<file path="config.mk">
export PLATFORM = sky130hd
export DESIGN_NAME = led_panel_ctrl
export DESIGN_NICKNAME = d
export VERILOG_FILES = /design/src/rtl/led_pkg.sv /design/src/rtl/led_rr_arb.sv /design/src/rtl/led_panel_ctrl.sv
export SDC_FILE = /design/constraint.sdc
export NUM_CORES = 1
export LEC_CHECK = 0
export ABC_AREA = 1
export CAP_MARGIN = 15
export CORE_MARGIN = 2
export CORE_UTILIZATION = 41
export CTS_CLUSTER_SIZE = 30
export DETAILED_ROUTE_END_ITERATION = 6
export PLACE_DENSITY = 0.75
export SLEW_MARGIN = 5
export SYNTH_ARGS = -nofsm -noshare
export SYNTH_HDL_FRONTEND = slang
export SYNTH_HIERARCHICAL = 1
export SYNTH_SLANG_ARGS = --single-unit
</file>
<file path="constraint.sdc">
create_clock -name CLK -period 3.2 [get_ports CLK]
set_input_delay 0.64 -clock CLK [delete_from_list [all_inputs] [get_ports CLK]]
set_output_delay 0.64 -clock CLK [all_outputs]
set_load 0.02 [all_outputs]
</file>
<file path="src/rtl/led_pkg.sv">
// Shared types and helpers for the 2x4 RYGB LED panel controller.
// LED codes, panel layout, FSM states and panel helper functions.
package led_pkg;

  typedef enum logic [1:0] {
    BLU = 2'd0,
    GRN = 2'd1,
    YEL = 2'd2,
    RED = 2'd3
  } LED_t;

  typedef LED_t [3:0] ROW_t;
  typedef ROW_t [1:0] PANEL_t;

  typedef enum logic [1:0] {
    S_IDLE    = 2'd0,
    S_WALK    = 2'd1,
    S_RESTORE = 2'd2
  } state_t;

  localparam int N_LEDS = 8;

  function automatic logic has_red(PANEL_t p);
    logic hit;
    hit = 1'b0;
    for (int r = 0; r < 2; r++) begin
      for (int c = 0; c < 4; c++) begin
        if (p[r][c] == RED) hit = 1'b1;
      end
    end
    return hit;
  endfunction

  function automatic PANEL_t fill(LED_t b0, LED_t b1);
    PANEL_t p;
    for (int c = 0; c < 4; c++) begin
      p[0][c] = b0;
      p[1][c] = b1;
    end
    return p;
  endfunction

endpackage

</file>
<file path="src/rtl/led_rr_arb.sv">
// Two-requester round-robin arbiter for panel row writes.
// The pointer only advances when both requesters contend.
module led_rr_arb (
  input  logic       CLK,
  input  logic       RST,
  input  logic [1:0] REQ,
  input  logic       EN,
  output logic [1:0] GNT
);

  logic ptr;

  always_comb begin
    GNT = 2'b00;
    if (EN) begin
      if (REQ == 2'b11) GNT = ptr ? 2'b10 : 2'b01;
      else              GNT = REQ;
    end
  end

  always_ff @(posedge CLK) begin
    if (RST)
      ptr <= 1'b0;
    else if (EN && REQ == 2'b11)
      ptr <= ~ptr;
  end

endmodule

</file>
<file path="src/rtl/led_panel_ctrl.sv">
// LED panel sequencer: arbitrated row writes, walking-RED
// self-test, DANGER flag and saturating RED alert counter.
module led_panel_ctrl
  import led_pkg::*;
#(
  parameter int ROWS     = 2,
  parameter int COLS     = 4,
  parameter int STEP_CYC = 10,
  parameter int ALERT_W  = 8
) (
  input  logic               CLK,
  input  logic               RST,
  input  logic               TEST_START,
  input  logic [1:0]         BKGND_ROW0,
  input  logic [1:0]         BKGND_ROW1,
  input  logic [1:0]         REQ,
  input  logic [1:0]         REQ_ROW,
  input  logic [15:0]        REQ_DATA,
  output logic [1:0]         GNT,
  output logic [15:0]        PANEL,
  output logic               BUSY,
  output logic               TEST_DONE,
  output logic               DANGER,
  output logic [ALERT_W-1:0] ALERTS
);

  localparam int SW   = $clog2(ROWS * COLS);
  localparam int HW   = (STEP_CYC > 1) ? $clog2(STEP_CYC) : 1;
  localparam int LAST = N_LEDS - 1;

  state_t             state_q, state_d;
  PANEL_t             panel_q, panel_d, wr_p;
  logic [SW-1:0]      step_q, step_d;
  logic [HW-1:0]      hold_q, hold_d;
  LED_t               bg0_q, bg0_d, bg1_q, bg1_d;
  logic [ALERT_W-1:0] alerts_q, alerts_d;
  logic               danger_q;
  logic               arb_en;
  logic [1:0]         gnt;
  logic               sel;
  logic               row;
  logic [7:0]         wdata;

  function automatic PANEL_t walk(
    LED_t b0, LED_t b1, logic [SW-1:0] s
  );
    PANEL_t p;
    p = fill(b0, b1);
    p[int'(s) / COLS][int'(s) % COLS] = RED;
    return p;
  endfunction

  assign arb_en = (state_q == S_IDLE) && !TEST_START && !RST;

  led_rr_arb u_arb (
    .CLK (CLK),
    .RST (RST),
    .REQ (REQ),
    .EN  (arb_en),
    .GNT (gnt)
  );

  always_comb begin
    state_d  = state_q;
    panel_d  = panel_q;
    step_d   = step_q;
    hold_d   = hold_q;
    bg0_d    = bg0_q;
    bg1_d    = bg1_q;
    alerts_d = alerts_q;
    sel      = gnt[1];
    row      = REQ_ROW[sel];
    wdata    = sel ? REQ_DATA[15:8] : REQ_DATA[7:0];
    wr_p     = panel_q;
    wr_p[row] = ROW_t'(wdata);
    unique case (state_q)
      S_IDLE: begin
        if (TEST_START) begin
          state_d = S_WALK;
          step_d  = '0;
          hold_d  = '0;
          bg0_d   = LED_t'(BKGND_ROW0);
          bg1_d   = LED_t'(BKGND_ROW1);
          panel_d = walk(LED_t'(BKGND_ROW0),
                         LED_t'(BKGND_ROW1), '0);
        end else if (gnt != 2'b00) begin
          panel_d = wr_p;
          // Only genuine changes that carry RED are alerts.
          if (has_red(wr_p) && wr_p != panel_q &&
              alerts_q != '1)
            alerts_d = alerts_q + ALERT_W'(1);
        end
      end
      S_WALK: begin
        if (hold_q == HW'(STEP_CYC - 1)) begin
          hold_d = '0;
          if (step_q == SW'(LAST)) begin
            state_d = S_RESTORE;
            panel_d = fill(bg0_q, bg1_q);
          end else begin
            step_d  = step_q + SW'(1);
            panel_d = walk(bg0_q, bg1_q, step_q + SW'(1));
          end
        end else begin
          hold_d = hold_q + HW'(1);
        end
      end
      S_RESTORE: state_d = S_IDLE;
      default:   state_d = S_IDLE;
    endcase
  end

  always_ff @(posedge CLK) begin
    if (RST) begin
      state_q  <= S_IDLE;
      panel_q  <= fill(BLU, BLU);
      step_q   <= '0;
      hold_q   <= '0;
      bg0_q    <= BLU;
      bg1_q    <= BLU;
      alerts_q <= '0;
      danger_q <= 1'b0;
    end else begin
      state_q  <= state_d;
      panel_q  <= panel_d;
      step_q   <= step_d;
      hold_q   <= hold_d;
      bg0_q    <= bg0_d;
      bg1_q    <= bg1_d;
      alerts_q <= alerts_d;
      danger_q <= has_red(panel_q);
    end
  end

  assign GNT       = gnt;
  assign PANEL     = panel_q;
  assign BUSY      = (state_q != S_IDLE);
  assign TEST_DONE = (state_q == S_RESTORE);
  assign DANGER    = danger_q;
  assign ALERTS    = alerts_q;

endmodule

</file>
Word level (Yosys, flattened, before mapping)
Cells that the tools add are included.

cells by class
  add/subtract/negate cells = 3
  $lt $le $gt $ge = 7
  divide/modulo/power cells = 0
  equality and inequality tests = 28
  shifts and indexed selects = 0
  multiplexer cells = 48
  reductions and logical operators = 20
  multiply operators = 0
  bitwise logic cells = 3

operator list
  operator                                            number
  two-way mux 16 bit                                  4
  equality test 2 bit, second input constant          18
  case mux 16 bit (2 select lines)                    1
  two-way mux 8 bit                                   3
  two-way mux 1 bit                                   21
  bitwise mux 16 bit                                  1
  demux 8 bit (select 1 bit)                          2
  inequality test 16 bit                              1
  bitwise OR 16 bit                                   1
  two-way mux 2 bit                                   7
  two-way mux 3 bit                                   3
  adder 8 x 1 -> 8 bit, second input constant         1
  logical AND 1 bit                                   8
  two-way mux 4 bit                                   2
  inequality test 2 bit, second input constant        4
  inequality test 8 bit, second input constant        1
  case mux 4 bit (2 select lines)                     1
  AND reduction 4 bit                                 2
  < comparator 1 x 2 -> 1 bit, second input constant  3
  case mux 3 bit (2 select lines)                     1
  AND reduction 3 bit                                 2
  nonzero test 2 bit                                  3
  adder 4 x 1 -> 4 bit, second input constant         1
  demux 2 bit (select 2 bit)                          1
  13 further kinds                                    17

storage, ports and cells
  output and inout port bits = 29
  input bits = 27
  memories = 0
  latch bits = 0
  word-level logic and storage cells = 125
  memory bits (writable) = 0
  bits in registers = 39
  memory bits (read-only) = 0

Depth between registers and ports, before layout
  word-level depth = 26
  depth in mapped cells = 22
  gate-level depth less buffers = 21

Modules after synthesis
Netlist, hierarchy kept.

modules (own cells, without submodules)
  module          times used  sequential area each (µm²)  cells an instance  area an instance (µm²)
  led_panel_ctrl  1           760.7                       491                2,944.1
  led_rr_arb      1           20.0                        13                 70.1

Worst setup path before layout
OpenSTA, ideal clock, no wires.

  path type = input to register
  start = in TEST_START
  end = reg alerts_q[1], in the netlist ALERTS[1]
  arrival = 3.139 ns
  library setup time = 0.113 ns
  buffers on the path = 3
  setup slack = -0.053 ns
  data required time = 3.087 ns
  stages on the path = 21
  cells stage by stage = clkbuf_1 -> nor2_4 -> inv_1 -> nor2_1 -> nand2_1 -> a21oi_1 -> inv_1 -> nand2_1 -> nand2_2 -> buf_6 -> buf_6 -> nand2_1 -> nand2_1 -> a21oi_1 -> nand2_1 -> nor2_1 -> nand2_2 -> nand3_4 -> nand2_1 -> nand2_1 -> nor2_1

between the ends
  word-level cells in the longest chain between the ends = 26
  elaborated cells between the ends (all ways) = 38
  classes of those cells = order compare (2); eq/ne (9); mux (18); bitwise (1); reduce/logical (8)

ends and longest elaborated chain
  item                                                                                             RTL line               source
  start: declaration                                                                               led_panel_ctrl.sv:13   input logic TEST_START,
  logical NOT 1 bit (*)                                                                            led_panel_ctrl.sv:53   assign arb_en = (state_q == S_IDLE) && !TEST_START && !RST;
  logical AND 1 bit (*) (2 in a row)                                                               led_panel_ctrl.sv:53
  named net arb_en                                                                                 led_panel_ctrl.sv:38   logic arb_en;
  two-way mux 2 bit (*)                                                                            led_rr_arb.sv:15       if (EN) begin
  named net GNT[1]                                                                                 led_panel_ctrl.sv:19   output logic [1:0] GNT,
  two-way mux 1 bit (not written as such) (2 in a row)                                             led_panel_ctrl.sv:72   row = REQ_ROW[sel];
  < comparator 1 x 2 -> 1 bit (not written as such) / >= comparator 1 bit (equally long branches)  led_panel_ctrl.sv:75   wr_p[row] = ROW_t'(wdata);
  logical AND 1 bit (not written as such)                                                          led_panel_ctrl.sv:75
  [2 not listed]                                                                                   n/a
  bitwise mux 16 bit                                                                               led_panel_ctrl.sv:75
  equality test 2 bit                                                                              led_pkg.sv:28          if (p[r][c] == RED) hit = 1'b1;
  two-way mux 1 bit (8 in a row)                                                                   led_pkg.sv:28
  two-way mux 1 bit                                                                                led_panel_ctrl.sv:86   end else if (gnt != 2'b00) begin
  two-way mux 1 bit                                                                                led_panel_ctrl.sv:78   if (TEST_START) begin
  two-way mux 1 bit                                                                                led_panel_ctrl.sv:76   unique case (state_q)
  logical AND 1 bit (2 in a row)                                                                   led_panel_ctrl.sv:89   if (has_red(wr_p) && wr_p != panel_q &&
  AND reduction 4 bit (no line) (*)                                                                n/a
  end signal: assignment                                                                           led_panel_ctrl.sv:130  alerts_q <= alerts_d;
  end: declaration                                                                                 led_panel_ctrl.sv:36   logic [ALERT_W-1:0] alerts_q, alerts_d;

The timed path passes the listed nets; every way through them passes the cells marked *. The select of a mux whose other input is x is not followed.
A chain may end at the register's enable or synchronous reset.

Worst setup path after layout
  start = in TEST_START
  end = out GNT[1]

between the ends
  word-level cells in the longest chain between the ends = 4

ends and longest elaborated chain
  item                            RTL line
  logical NOT 1 bit               led_panel_ctrl.sv:53
  logical AND 1 bit (2 in a row)  led_panel_ctrl.sv:53
  named net arb_en                led_panel_ctrl.sv:38
  two-way mux 2 bit               led_rr_arb.sv:15
  end: declaration                led_panel_ctrl.sv:19

The timed path passes the listed nets, and every way through them passes these cells.

==> impl_metrics.tcl <==
set metrics [dict create \
    p_clk_share_pct 23.5 \
    p_leak_uw 0.001866 \
    worst-r2r-cell-count 21 \
    crit_path_end "GNT[1]" \
    hold_viol 0 \
    die-height_um 89.74 \
    synthesis.nets 540 \
    rrSetupSlack_ns 0.37 \
    gp_congestion 0.9317 \
    crit_arrival_ns 2.49 \
    coreArea_mm2 0.007176 \
    rows 31 \
    grt_max_degree 31 \
    antenna_found_initial 0 \
    io_pins 56 \
    critical_path_class "input port to output port" \
    total_power_uw 1616 \
    rsz0062_at_grt "no" \
    hold_depth 2 \
    cts_root_buf "clkbuf_8" \
    synth.avg_cell_area_um2 5.980 \
    holdWs_ns 0.4803 \
    die_w_um 89.74 \
    final_cells 684 \
    clk_latency_ns 0.30 \
    cts_buffer_depth 2 \
    ir_drop_uv 226.3 \
    routed_wl_mm 8.838 \
    antenna_left 0 \
    clkTransAtPathRegs_ns 0.07 \
    synthCells 504 \
    period_share_pct 97.71 \
    end_kind "output port" \
    r2r-end "ALERTS[2]$_SDFFE_PP0P_" \
    power_density_mw_per_mm2 404.0 \
    maxCapViolCount 0 \
    run_status "finished, final reports clean" \
    hold_buffers 0 \
    via_per_inst 5.080 \
    slew_violations 0 \
    drt_pre_antenna_iters 5 \
    finClkSkew_ns 0.007413 \
    syn_area_mm2 0.003014 \
    fin_util_pct 55.75 \
    numCtsBuffers 5 \
    initial_core_util_pct 42.01 \
    holdCritPathClass "register to register" \
    num_antenna_cells 0 \
    finalSetupViolations 0 \
    htree_levels 2 \
    p_int_uw 1006 \
    crit_start "TEST_START" \
    dp_cells 674 \
    required_ns 2.56 \
    area_growth_pct 32.71 \
    die_area_mm2 0.008053 \
    drive_gt1_share_pct 10.26 \
    grt_pass1_vias 3167 \
    cts_tree "done" \
    critPathMaxFanout 3 \
    max_slew_margin_pct 55.57 \
    synth_seq_cells 39 \
    synth_seq_area_share_pct 25.90 \
    post_cts_buffers 0 \
    fin_nets 620 \
    ctsResizeCount 0 \
    worstReg2RegStart "state_q[1]$_SDFFE_PP0P_" \
    netlist.area_leader.share_pct 25.90 \
    fillers 693 \
    drt_iter0_drc 263 \
    avgRoutedWirePerCell_um 12.92 \
    io_buffers 55 \
    start_kind "input port" \
    fmax_mhz 319.8 \
    grt_pass1_wl_mm 14.75 \
    cts_num_sinks 39 \
    num_vias 3475 \
    dp.final_hpwl_mm 6.723 \
    grt_overflow 0 \
    grt_usage_pct 21.48 \
    switching_share_pct 37.72 \
    synth.largest_area_cell "dfxtp_1" \
    combPwrFrac_pct 38.9 \
    synthTopCellsByArea "dfxtp_1, nand2_1, inv_1, nor2_1, o21ai_0" \
    period_needed_ns 3.127 \
    worstMarginPinSlew_ns 0.6640 \
    synth.yosys.warnings 6 \
    drc 0 \
    switchingPower_uw 609.5 \
    seqPwrFrac_pct 37.6 \
    synthDistinctLibCells 35 \
]
final cells by class:
class	count	area [um2]	share of cell area (%)
multi-input combinational	384	1913	47.83
clock inverter	1	7.507	0.1877
tap	99	123.9	3.097
inverter	66	247.7	6.193
timing repair buffer	88	830.8	20.77
clock buffer	7	96.34	2.409
sequential	39	780.7	19.52
critical path, stage by stage:
cell             delay (ns)
clkdlybuf4s50_1        0.47
nor2_4                 0.13
inv_1                  0.07
nor2_2                 0.14
nand2_1                0.11
a21oi_4                0.18
buf_4                  0.15
clkdlybuf4s50_1        0.60
registers in the layout, indices dropped and copies added, names as in the netlist:
| signal | count |
|---|---|
| u_arb/ptr | 1 |
| bg0_q | 2 |
| bg1_q | 2 |
| DANGER | 1 |
| step_q | 3 |
| ALERTS | 8 |
| state_q | 2 |
| PANEL | 16 |
| hold_q | 4 |
routing by layer:
metal / global-route usage [%] / share of wire [%] / vias up
li1: - / - / 1780
met1: 29.11 / 46 / 1564
met2: 34.66 / 45 / 111
met3: 4.107 / 5.8 / 20
met4: 6.795 / 2.5 / 0
met5: 0 / 0 / -
Yosys cell counts:
library cell,number
nor3_1,5
o311ai_0,1
nand2_4,1
nor2_4,1
nand3_1,26
ha_1,9
a21oi_1,17
clkinv_1,1
o21ai_1,3
xor2_1,2
a221oi_1,2
nand2_2,3
a21oi_4,1
nor2_2,1
nor2_1,56
nand2_1,169
nor4_1,2
buf_4,1
o31ai_1,5
inv_1,65
dfxtp_1,39
buf_2,4
a22o_1,3
o21ai_0,41
clkbuf_1,5
o21a_1,1
nand3b_1,13
buf_6,7
a31oi_1,6
nand4_1,4
nand3_4,1
a41oi_1,3
a22oi_1,3
a211oi_1,2
nand3_2,1
stage by stage:
step                      instance area (um2)  setup slack [ns]  setup TNS [ns]
after floorplan                          3018            0.1562               0
after global placement                   3845           -0.1973          -1.473
after detailed placement                 3845           -0.2850          -2.112
after CTS                                3949          0.003547               0
after global routing                     4000          0.005646               0
final                                    4000           0.07316               0
cells in the final DEF (no fill, tap or decap), drive strengths merged:
cell type / n
nor2: 58
a31oi: 6
o311ai: 1
o21a: 1
a41oi: 3
ha: 9
o31ai: 5
nand4: 4
nand2: 174
clkinv: 1
a21oi: 19
a22o: 3
clkinvlp: 1
xor2: 2
nand3: 28
a22oi: 3
nor4: 2
a221oi: 2
nor3: 5
buf: 33
o21ai: 44
inv: 65
a211oi: 2
nand3b: 13
dfxtp: 39
clkdlybuf4s50: 55
clkbuf: 7
kinds of logic (layout without fill, tap and decap cells):
group	Yosys count	count (layout)	share of synthesized area, %
compound gates	88	89	17.27
xor+xnor	2	2	0.5813
fa+ha+maj	9	9	3.736
buf+inv	83	162	12.37
flops	39	39	25.90
simple gates	283	284	40.14
how the worst min path moves through the flow:
stage	startpoint	end	slack, ns
3_5_place_dp	step_q[2]$_SDFFE_PP0P_	step_q[2]$_SDFFE_PP0P_	0.47
5_1_grt	step_q[2]$_SDFFE_PP0P_	step_q[2]$_SDFFE_PP0P_	0.53
2_1_floorplan	step_q[2]$_SDFFE_PP0P_	step_q[2]$_SDFFE_PP0P_	0.45
6_report	step_q[2]$_SDFFE_PP0P_	step_q[2]$_SDFFE_PP0P_	0.48
4_1_cts	step_q[2]$_SDFFE_PP0P_	step_q[2]$_SDFFE_PP0P_	0.48
3_3_place_gp	step_q[2]$_SDFFE_PP0P_	step_q[2]$_SDFFE_PP0P_	0.46
power by group through the flow:
stage	registers, uW	clock network (uW)	logic [uW]
6_report	608	380	628
5_1_grt	615	402	693
4_1_cts	605	388	611
3_5_place_dp	616	0	606
3_3_place_gp	614	0	595
2_1_floorplan	640	0	321
Power figures use the tool's default switching activity.
